$ cat config.mk
export PLATFORM = sky130hd
export DESIGN_NAME = ps2_key_sender_flat
export DESIGN_NICKNAME = d
export VERILOG_FILES = /design/src/rtl/ps2_pkg.sv /design/src/rtl/ps2_key_sender_if.sv /design/src/rtl/ps2_tx_frame.sv /design/src/rtl/ps2_key_sender.sv /design/src/flat_wrapper.sv
export SDC_FILE = /design/constraint.sdc
export NUM_CORES = 1
export LEC_CHECK = 0
export ABC_CLOCK_PERIOD_IN_PS = 2700
export CORE_MARGIN = 1.5
export CORE_UTILIZATION = 34
export CTS_CLUSTER_SIZE = 20
export DETAILED_ROUTE_END_ITERATION = 12
export GPL_ROUTABILITY_DRIVEN = 0
export PLACE_DENSITY = 0.51
export SYNTH_ARGS = -nofsm -noshare
export SYNTH_HDL_FRONTEND = slang
export SYNTH_HIERARCHICAL = 1
export SYNTH_SLANG_ARGS = --single-unit
$ cat constraint.sdc
create_clock -name clk -period 2.7 [get_ports clk]
set_clock_uncertainty 0.15 [all_clocks]
set_input_delay 0.81 -clock clk [delete_from_list [all_inputs] [get_ports clk]]
set_output_delay 0.81 -clock clk [all_outputs]
set_load 0.1 [all_outputs]
$ cat src/rtl/ps2_pkg.sv
//==============================================================================
// Module      : ps2_pkg
// Description : Shared constants, state encoding and parity helper for the
//               PS/2 key sender.
// Revision    : 1.0 - initial release
//==============================================================================
`default_nettype none

package ps2_pkg;

    localparam logic [7:0] PS2_BREAK_CODE = 8'hF0;
    localparam logic [7:0] PS2_EXT_CODE   = 8'hE0;
    localparam int         PS2_FRAME_BITS = 11;

    typedef enum logic [1:0] {
        IDLE  = 2'd0,
        SHIFT = 2'd1,
        GAP   = 2'd2
    } ps2_state_e;

    function automatic logic odd_parity(input logic [7:0] data);
        return ~^data;
    endfunction

endpackage

`default_nettype wire

$ cat src/rtl/ps2_key_sender_if.sv
//==============================================================================
// Module      : ps2_key_sender_if
// Description : Key-event request handshake plus the PS/2 line pair.
// Revision    : 1.0 - initial release
//==============================================================================
`default_nettype none

interface ps2_key_sender_if;

    logic [7:0] code;
    logic       brk;
    logic       ext;
    logic       valid;
    logic       ready;
    logic       done;
    logic       ps2_clk;
    logic       ps2_data;

    modport master (
        output code, brk, ext, valid,
        input  ready, done, ps2_clk, ps2_data
    );

    modport slave (
        input  code, brk, ext, valid,
        output ready, done, ps2_clk, ps2_data
    );

endinterface

`default_nettype wire

$ cat src/rtl/ps2_tx_frame.sv
//==============================================================================
// Module      : ps2_tx_frame
// Description : Serialises one byte as an 11-cell PS/2 frame (start, 8 data
//               LSB first, odd parity, stop) and generates ps2_clk.
// Revision    : 1.0 - initial release
//==============================================================================
`default_nettype none

module ps2_tx_frame
    import ps2_pkg::*;
#(
    parameter int HALF_PERIOD = 2500
) (
    input  wire logic       clk,
    input  wire logic       clrn,
    input  wire logic       i_load,
    input  wire logic [7:0] i_tx_byte,
    output logic            o_ps2_clk,
    output logic            o_ps2_data,
    output logic            o_frame_end
);

    localparam int                   c_HALF_W   = $clog2(HALF_PERIOD);
    localparam logic [c_HALF_W-1:0]  c_HALF_LAST = c_HALF_W'(HALF_PERIOD - 1);
    localparam int                   c_BIT_W    = $clog2(PS2_FRAME_BITS);
    localparam logic [c_BIT_W-1:0]   c_BIT_LAST = c_BIT_W'(PS2_FRAME_BITS - 1);

    logic                      r_active;
    logic                      r_phase;   // 0 = clock-high half, 1 = clock-low half
    logic [c_HALF_W-1:0]       r_half;
    logic [c_BIT_W-1:0]        r_bit;
    logic [PS2_FRAME_BITS-1:0] r_shift;
    logic                      r_ps2_clk;

    logic w_half_end;
    logic w_cell_end;

    assign w_half_end  = r_active && (r_half == c_HALF_LAST);
    assign w_cell_end  = w_half_end && r_phase;
    assign o_frame_end = w_cell_end && (r_bit == c_BIT_LAST);

    // The line bit is always the LSB of the shifter; ones fill in behind so
    // the line rests high once the stop bit has been shifted out.
    assign o_ps2_data = r_shift[0];
    assign o_ps2_clk  = r_ps2_clk;

    always_ff @(posedge clk or negedge clrn) begin
        if (!clrn) begin
            r_active  <= 1'b0;
            r_phase   <= 1'b0;
            r_half    <= '0;
            r_bit     <= '0;
            r_shift   <= '1;
            r_ps2_clk <= 1'b1;
        end else if (i_load) begin
            r_active  <= 1'b1;
            r_phase   <= 1'b0;
            r_half    <= '0;
            r_bit     <= '0;
            r_shift   <= {1'b1, odd_parity(i_tx_byte), i_tx_byte, 1'b0};
            r_ps2_clk <= 1'b1;
        end else if (r_active) begin
            if (w_half_end) begin
                r_half  <= '0;
                r_phase <= ~r_phase;
                if (!r_phase) begin
                    r_ps2_clk <= 1'b0;
                end else begin
                    r_ps2_clk <= 1'b1;
                    r_shift   <= {1'b1, r_shift[PS2_FRAME_BITS-1:1]};
                    if (o_frame_end) begin
                        r_active <= 1'b0;
                        r_bit    <= '0;
                    end else begin
                        r_bit <= r_bit + 1'b1;
                    end
                end
            end else begin
                r_half <= r_half + 1'b1;
            end
        end
    end

endmodule

`default_nettype wire

$ cat src/rtl/ps2_key_sender.sv
//==============================================================================
// Module      : ps2_key_sender
// Description : Device-side PS/2 keyboard emulator: one key event per
//               handshake, sent as make code or F0-prefixed break sequence.
//               Define PS2_TX_EXT_EN to honour the ext flag (E0 prefix).
// Revision    : 1.0 - initial release
//==============================================================================
`default_nettype none

module ps2_key_sender
    import ps2_pkg::*;
#(
    parameter int HALF_PERIOD = 2500,
    parameter int GAP_CYCLES  = 5000
) (
    input  wire logic         clk,
    input  wire logic         clrn,
    ps2_key_sender_if.slave   bus
);

`ifdef PS2_TX_EXT_EN
    localparam int c_MAX_BYTES = 3;
`else
    localparam int c_MAX_BYTES = 2;
`endif
    localparam int                  c_IDX_W    = $clog2(c_MAX_BYTES);
    localparam int                  c_GAP_W    = (GAP_CYCLES > 1) ? $clog2(GAP_CYCLES) : 1;
    localparam logic [c_GAP_W-1:0]  c_GAP_LAST = c_GAP_W'(GAP_CYCLES - 1);

    ps2_state_e r_state;
    ps2_state_e w_state_next;

    logic [c_GAP_W-1:0]              r_gap_cnt;
    logic [c_IDX_W-1:0]              r_byte_idx;
    logic [c_IDX_W-1:0]              r_last_idx;
    logic [c_MAX_BYTES-1:0][7:0]     r_seq;
    logic                            r_done;

    logic [c_MAX_BYTES-1:0][7:0]     w_seq;
    logic [c_IDX_W-1:0]              w_last_idx;
    logic [c_IDX_W-1:0]              w_next_idx;
    logic                            w_accept;
    logic                            w_gap_end;
    logic                            w_more;
    logic                            w_load;
    logic [7:0]                      w_load_byte;
    logic                            w_frame_end;
    logic                            w_done_next;

    assign w_accept   = (r_state == IDLE) && bus.valid;
    assign w_gap_end  = (r_state == GAP) && (r_gap_cnt == c_GAP_LAST);
    assign w_more     = (r_byte_idx != r_last_idx);
    assign w_next_idx = r_byte_idx + 1'b1;

    // Byte sequence for the incoming event, first byte sent in slot 0.
    always_comb begin
        w_seq      = {c_MAX_BYTES{bus.code}};
        w_last_idx = '0;
`ifdef PS2_TX_EXT_EN
        if (bus.ext && bus.brk) begin
            w_seq[0]   = PS2_EXT_CODE;
            w_seq[1]   = PS2_BREAK_CODE;
            w_last_idx = c_IDX_W'(2);
        end else if (bus.ext) begin
            w_seq[0]   = PS2_EXT_CODE;
            w_last_idx = c_IDX_W'(1);
        end else if (bus.brk) begin
            w_seq[0]   = PS2_BREAK_CODE;
            w_last_idx = c_IDX_W'(1);
        end
`else
        // ext is masked off: it has no effect in this build.
        if (bus.brk | (bus.ext & 1'b0)) begin
            w_seq[0]   = PS2_BREAK_CODE;
            w_last_idx = c_IDX_W'(1);
        end
`endif
    end

    assign w_load      = w_accept || (w_gap_end && w_more);
    assign w_load_byte = w_accept ? w_seq[0] : r_seq[w_next_idx];

    always_comb begin
        w_state_next = r_state;
        w_done_next  = 1'b0;
        case (r_state)
            IDLE:  if (bus.valid) w_state_next = SHIFT;
            SHIFT: if (w_frame_end) w_state_next = GAP;
            GAP: begin
                if (w_gap_end) begin
                    if (w_more) begin
                        w_state_next = SHIFT;
                    end else begin
                        w_state_next = IDLE;
                        w_done_next  = 1'b1;
                    end
                end
            end
            default: w_state_next = IDLE;
        endcase
    end

    always_ff @(posedge clk or negedge clrn) begin
        if (!clrn) begin
            r_state    <= IDLE;
            r_gap_cnt  <= '0;
            r_byte_idx <= '0;
            r_last_idx <= '0;
            r_seq      <= '0;
            r_done     <= 1'b0;
        end else begin
            r_state   <= w_state_next;
            r_done    <= w_done_next;
            r_gap_cnt <= (r_state == GAP && !w_gap_end) ? r_gap_cnt + 1'b1 : '0;
            if (w_accept) begin
                r_seq      <= w_seq;
                r_last_idx <= w_last_idx;
                r_byte_idx <= '0;
            end else if (w_gap_end && w_more) begin
                r_byte_idx <= w_next_idx;
            end
        end
    end

    ps2_tx_frame #(
        .HALF_PERIOD (HALF_PERIOD)
    ) u_frame (
        .clk         (clk),
        .clrn        (clrn),
        .i_load      (w_load),
        .i_tx_byte   (w_load_byte),
        .o_ps2_clk   (bus.ps2_clk),
        .o_ps2_data  (bus.ps2_data),
        .o_frame_end (w_frame_end)
    );

    assign bus.ready = (r_state == IDLE);
    assign bus.done  = r_done;

endmodule

`default_nettype wire

$ cat src/flat_wrapper.sv
// flat-port wrapper written by rule: the top's interface ports become plain ports
module ps2_key_sender_flat import ps2_pkg::*;
#(
    parameter int HALF_PERIOD = 2500,
    parameter int GAP_CYCLES  = 5000
)
  (clk, clrn, bus_code, bus_brk, bus_ext, bus_valid, bus_ready, bus_done, bus_ps2_clk, bus_ps2_data);
  ps2_key_sender_if bus_i ();
  input  wire logic clk;
  input  wire logic clrn;
  input wire logic [$bits(bus_i.code)-1:0] bus_code;
  input wire logic [$bits(bus_i.brk)-1:0] bus_brk;
  input wire logic [$bits(bus_i.ext)-1:0] bus_ext;
  input wire logic [$bits(bus_i.valid)-1:0] bus_valid;
  output wire logic [$bits(bus_i.ready)-1:0] bus_ready;
  output wire logic [$bits(bus_i.done)-1:0] bus_done;
  output wire logic [$bits(bus_i.ps2_clk)-1:0] bus_ps2_clk;
  output wire logic [$bits(bus_i.ps2_data)-1:0] bus_ps2_data;
  assign bus_i.code = bus_code;
  assign bus_i.brk = bus_brk;
  assign bus_i.ext = bus_ext;
  assign bus_i.valid = bus_valid;
  assign bus_ready = bus_i.ready;
  assign bus_done = bus_i.done;
  assign bus_ps2_clk = bus_i.ps2_clk;
  assign bus_ps2_data = bus_i.ps2_data;
  ps2_key_sender #(.HALF_PERIOD(HALF_PERIOD), .GAP_CYCLES(GAP_CYCLES)) u_core (.clk(clk), .clrn(clrn), .bus(bus_i));
endmodule
## Yosys cells after proc, flatten, opt, wreduce, memory -nomap -nowiden

Cells that the tools add are included.

- Add/sub/neg operators: 4
- Mux-type cells: 40
- Reduce and logical (&&, ||, !) cells: 18
- Eq/ne operators: 9
- Bitwise gates (word level): 1
- Order comparisons: 1

Operator list:

| cell | number |
|---|---|
| 11-bit 2-to-1 mux | 4 |
| 12-bit 2-to-1 mux | 3 |
| 8-bit 2-to-1 mux | 4 |
| 4-bit 2-to-1 mux | 5 |
| 1-bit 2-to-1 mux | 19 |
| 13-bit by 1-bit adder with 13-bit output (second input constant) | 1 |
| 13-bit equality test (second input constant) | 1 |
| 13-bit 2-to-1 mux | 1 |
| 12-bit by 1-bit adder with 12-bit output (second input constant) | 1 |
| 12-bit equality test (second input constant) | 1 |
| 2-bit nonzero test | 4 |
| 8-bit XNOR reduction | 1 |
| 1-bit logical AND | 7 |
| 2-bit 2-to-1 mux | 3 |
| 2-bit case mux with 3 select lines | 1 |
| 3-bit AND reduction | 2 |
| 4-bit by 1-bit adder with 4-bit output (second input constant) | 1 |
| 4-bit equality test (second input constant) | 1 |
| 2-bit inequality test (second input constant) | 2 |
| 2-bit by 1-bit equality test with 1-bit output (second input constant) | 1 |
| 2-bit equality test (second input constant) | 1 |
| 2-bit zero test | 1 |
| 1-bit by 2-bit less-than comparator with 1-bit output (second input constant) | 1 |
| 2-bit by 1-bit inequality test with 1-bit output (second input constant) | 1 |
| other kinds (6) | 6 |

- Input port bits: 13
- Register bits after elaboration: 64
- Logic and storage cells: 86
- Output and inout bits: 4

## Longest topological paths before layout

- Depth after elaboration: 9
- Mapped depth: 9
- Gate-level depth less buffers: 8

## Hierarchy

Netlist, hierarchy kept.

Modules (own cells, without submodules):

| module | area each (µm²) | seq. area each (µm²) | cells each | instances |
|---|---|---|---|---|
| ps2_key_sender | 1,634.1 | 850.8 | 176 | 1 |
| ps2_tx_frame | 1,539.0 | 739.5 | 159 | 1 |

## Least setup slack after synthesis

OpenSTA, ideal clock, no wires.

- Path kind: input port to flip-flop
- Start: in bus_valid
- End: reg u_core.u_frame.r_half[9]
- Path buffers: 2
- Library setup time: 0.120 ns
- Required time: 2.430 ns
- Stages on the path: 8
- Arrival: 2.438 ns
- Path slack: -0.008 ns
- Cell sequence: or3b_2 -> clkbuf_1 -> clkbuf_1 -> o21ai_1 -> o21ai_0 -> nor4_1 -> xnor2_1 -> nor2_1

- Word-level cells in the longest chain between the ends: 3
- Elaborated cells on any way between the ends: 4
- Classes of those cells: mux (1); reduce/logical (3)

RTL lines:

| element | line | text |
|---|---|---|
| start, declared | flat_wrapper.sv:14 | `input wire logic [$bits(bus_i.valid)-1:0] bus_valid;` |
| 1-bit logical AND * | ps2_key_sender.sv:50 | `assign w_accept = (r_state == IDLE) && bus.valid;` |
| 1-bit logical OR * | ps2_key_sender.sv:80 | `assign w_load = w_accept \|\| (w_gap_end && w_more);` |
| named net u_core.w_load | ps2_key_sender.sv:45 | `logic w_load;` |
| 12-bit 2-to-1 mux / 2-bit nonzero test (equally long branches) | -- |  |
| end signal, assigned | ps2_tx_frame.sv:79 | `r_half <= r_half + 1'b1;` |
| end, declared | ps2_tx_frame.sv:30 | `logic [c_HALF_W-1:0] r_half;` |

Mark *: on every way through the listed nets, which the timed path passes. The rest lies on a longest branch.
A chain may end at the register's enable or synchronous reset.

## Worst setup path in the final report

- Start: in bus_valid
- End: reg u_core.u_frame.r_shift[9]

- Word-level cells in the longest chain between the ends: 4
- Elaborated cells on any way between the ends: 9
- Classes of those cells: mux (2); reduce/logical (7)

RTL lines:

| element | line | text |
|---|---|---|
| 1-bit logical AND | ps2_key_sender.sv:50 |  |
| 8-bit 2-to-1 mux | ps2_key_sender.sv:81 | `assign w_load_byte = w_accept ? w_seq[0] : r_seq[w_next_idx];` |
| named net u_core.w_load_byte[4] | ps2_key_sender.sv:46 | `logic [7:0] w_load_byte;` |
| 8-bit XNOR reduction | ps2_pkg.sv:22 | `return ~^data;` |
| 11-bit 2-to-1 mux | ps2_tx_frame.sv:55 | `end else if (i_load) begin` |
| end signal, assigned | ps2_tx_frame.sv:60 | `r_shift <= {1'b1, odd_parity(i_tx_byte), i_tx_byte, 1'b0};` |
| end signal, assigned | ps2_tx_frame.sv:70 | `r_shift <= {1'b1, r_shift[PS2_FRAME_BITS-1:1]};` |
| end, declared | ps2_tx_frame.sv:32 | `logic [PS2_FRAME_BITS-1:0] r_shift;` |

The timed path passes the listed nets, and every way through them passes these cells.

==> impl_metrics.py <==
metrics = {
    "logic_synthesis": {
        "yosysTopAreaCell": "dfrtp_1",
        "synth_edf_count": 0,
        "synth_cell_types": 41,
        "syn-num-nets": 352,
        "yosysSeqAreaShare_pct": 50.12,
        "synth_ff_type": "dfrtp_1",
        "synth_area_per_cell_um2": 9.472,
        "ys_ff_latch": 63,
        "postSynthCellCount": 335,
        "ys_async_sr_fraction_pct": 100.0,
        "synth_area_leaders": "dfrtp_1, dfstp_2, nand2_1, mux2i_1, xnor2_1",
        "netlist.area_leader.share_pct": 41.01,
        "yosys-top-cells-count": "nand2_1, dfrtp_1, nor2_1",
        "synth.most_common_cell": "nand2_1",
        "yosysWarnings": 6,
        "netlist_area_um2": 3173,
    },
    "detailed_routing": {
        "wire_per_inst_um": 13.27,
        "viasPerCell": 4.948,
        "drtPass1Iterations": 5,
        "wl_mm": 6.673,
        "num_vias": 2489,
        "drt_iter0_drc": 110,
        "antenna_left": 0,
        "drc": 0,
    },
    "worst_setup_path": {
        "r2r-end": "u_core/u_frame/r_half[8]",
        "worstPathArrival_ns": 2.73,
        "crit_path_end": "u_core/u_frame/r_shift[9]",
        "endpoint_kind": "flip-flop",
        "path_common_cell": "xnor2_1",
        "crit_type": "primary input to flip-flop",
        "crit_path_start": "bus_valid",
        "setup.worst_path.start_class": "primary input",
        "max_stage_delay_ns": 0.49,
        "worstPathRequired_ns": 2.80,
        "reg2reg_slack_ns": 0.11,
        "crit_slowest_cell": "clkdlybuf4s50_1",
        "r2r_cells": 8,
        "timing.rr.start": "u_core/r_gap_cnt[10]",
        "critical_path.cell_chain": "clkdlybuf4s50_1, or3b_4, buf_4, a21oi_1, xnor2_1, xnor2_1, xnor2_1, a21oi_1",
        "critPathMaxFanout": 13,
    },
    "sta": {
        "worstMarginPinSlew_ns": 0.3785,
        "maxSlewViolCount": 0,
        "setup_viol": 0,
        "layout_min_cycle_time_ns": 2.626,
        "finalCritPeriodShare_pct": 97.26,
        "max_freq_mhz": 380.8,
        "hold_slack_ns": 0.3152,
        "hold_violations": 0,
        "fin_setup_tns_ns": 0,
        "grt_setup_unrepaired": "yes",
        "setup_ws_ns": 0.07392,
        "relSlewSlack_pct": 74.76,
    },
    "cells_and_area": {
        "fin_area_um2": 3944,
        "layout-drive-gt1-share_pct": 21.68,
        "areaGrowthSynthToFinish_pct": 24.29,
        "diodes": 0,
        "layout.nets": 404,
        "post-route-util_pct": 43.09,
    },
    "clock_network": {
        "ctsHoldBuffers": 0,
        "cts_buffers": 9,
        "cts_max_path_buffers": 2,
        "clock-sinks": 63,
        "cts_tree": "done",
        "h-tree-depth": 3,
        "clk_latency_ns": 0.34,
        "cts-root-buf": "clkbuf_8",
        "clkTransAtPathRegs_ns": 0.07,
    },
    "global_routing": {
        "track_usage_pct": 15.11,
        "grt_pass1_vias": 2486,
        "grt_pass1_wl_mm": 11.90,
        "grt_overflow": 0,
        "antenna_found_initial": 0,
        "grt_max_degree": 64,
    },
    "placement": {
        "hpwl_mm": 4.446,
        "io_buffers": 15,
        "place_ws_ns": -0.4332,
        "place_area_um2": 3704,
    },
    "outcome": {
        "status": "finished clean",
    },
    "floorplan": {
        "die_h_um": 99.61,
        "num_rows": 35,
        "design.core.area_um2": 9153,
        "die_w_um": 99.61,
        "initial_core_util_pct": 34.67,
        "io_pins": 17,
        "dieArea_um2": 9921,
    },
    "job": {
        "maxCapViolations": 0,
    },
    "hold_path": {
        "hold_path_depth": 2,
        "worstHoldPathType": "flip-flop to flip-flop",
        "hp-start": "u_core/u_frame/r_shift[0]",
    },
    "power": {
        "power.density_nw_per_um2": 598.2,
        "ir_drop_mv": 0.3546,
        "p_leak_nw": 1.720,
    },
}
-- sequential cells by signal (all words and copies together), names as in the netlist --
| name | cells |
|---|---|
| u_core/r_last_idx | 1 |
| u_core/u_frame/r_active | 1 |
| u_core/u_frame/r_phase | 1 |
| u_core/u_frame/r_half | 12 |
| u_core/r_byte_idx | 1 |
| u_core/r_seq | 16 |
| u_core/r_state | 2 |
| u_core/bus.done | 1 |
| u_core/u_frame/r_shift | 10 |
| u_core/u_frame/o_ps2_clk | 1 |
| u_core/u_frame/r_bit | 4 |
| u_core/r_gap_cnt | 13 |
-- how the worst min path moves through the flow --
stage | slack (ns) | endpoint
floorplan | 0.29 | u_core/r_seq[10]
global placement | 0.31 | u_core/u_frame/r_shift[0]
detailed placement | 0.31 | u_core/u_frame/r_shift[0]
CTS | 0.32 | u_core/u_frame/r_shift[0]
global route | 0.35 | u_core/u_frame/r_bit[0]
finish | 0.32 | u_core/u_frame/r_shift[0]
-- layout by cell type, fill, tap and decap left out, types with 3 or more instances in the layout --
| master | netlist | final |
|---|---|---|
| nand2_1 | 61 | 61 |
| dfrtp_1 | 52 | 52 |
| buf_4 | 0 | 42 |
| nor2_1 | 27 | 27 |
| a21oi_1 | 22 | 22 |
| o21ai_0 | 19 | 17 |
| mux2i_1 | 17 | 17 |
| xnor2_1 | 15 | 15 |
| dfstp_2 | 11 | 11 |
| clkbuf_8 | 0 | 10 |
| clkdlybuf4s50_1 | 0 | 10 |
| nand3_1 | 9 | 9 |
| inv_1 | 9 | 9 |
| nand4_1 | 8 | 8 |
| or3_1 | 7 | 7 |
| nor3_1 | 7 | 7 |
| xor2_1 | 6 | 6 |
| or4_1 | 5 | 5 |
| nand3b_1 | 5 | 5 |
| nand2b_1 | 5 | 5 |
| o31ai_1 | 4 | 4 |
| ha_1 | 4 | 4 |
| clkinv_2 | 0 | 3 |
| or4b_1 | 3 | 3 |
-- per-stage QoR --
step	total power, mW	instances
2_1_floorplan	1.395	335
3_3_place_gp	1.537	485
3_5_place_dp	1.546	485
4_1_cts	2.383	501
5_1_grt	2.506	503
6_report	2.359	503
-- cell type report --
| type | instances | area [um2] |
|---|---|---|
| Tap cell | 111 | 138.9 |
| Multi-Input combinational cell | 247 | 1506 |
| Inverter | 9 | 33.78 |
| Fill cell | 890 | 5209 |
| Clock inverter | 6 | 60.06 |
| Sequential cell | 63 | 1590 |
| Timing Repair Buffer | 57 | 476.7 |
| Clock buffer | 10 | 137.6 |
-- per-layer routing --
metal | share of wire, % | up-vias | global-route usage (%)
met5 | 0 | - | 0
met4 | 1.1 | 0 | 5.309
met3 | 2.9 | 5 | 4.146
met2 | 45 | 33 | 22.81
met1 | 51 | 1191 | 20.85
li1 | - | 1260 | -
-- power by group --
group / internal [mW] / switching, mW / leakage [nW] / total, mW
clock: 0.446 / 0.373 / 0.0981 / 0.819
combinational: 0.194 / 0.187 / 0.836 / 0.380
sequential: 1.07 / 0.0937 / 0.786 / 1.16
total: 1.71 / 0.653 / 1.72 / 2.36
-- cell families (layout without fill, tap and decap cells) --
group,after synthesis,in the layout,share of synthesized area (%)
AOI/OAI and AO/OA,53,53,9.464
xor gates and xnor gates,21,21,5.797
adders and majority gates,4,4,1.577
buffers and inverters,25,82,3.509
DFF,63,63,50.12
muxes,17,17,5.363
and+or+nand+nor,152,152,24.17
-- critical path, delay by kind of cell --
family,cells,cell delay [ns]
buf+inv,2,0.66
simple gates,1,0.48
xor+xnor,3,0.48
compound gates,2,0.31
-- timing repair --
action | in CTS | in global routing
pin swaps | 0 | 4
gates resized for setup | 1 | 6
endpoints found under the setup margin | 2 | 5
buffers inserted | 0 | 1
gates cloned | 0 | 1
Power figures use the tool's default switching activity.
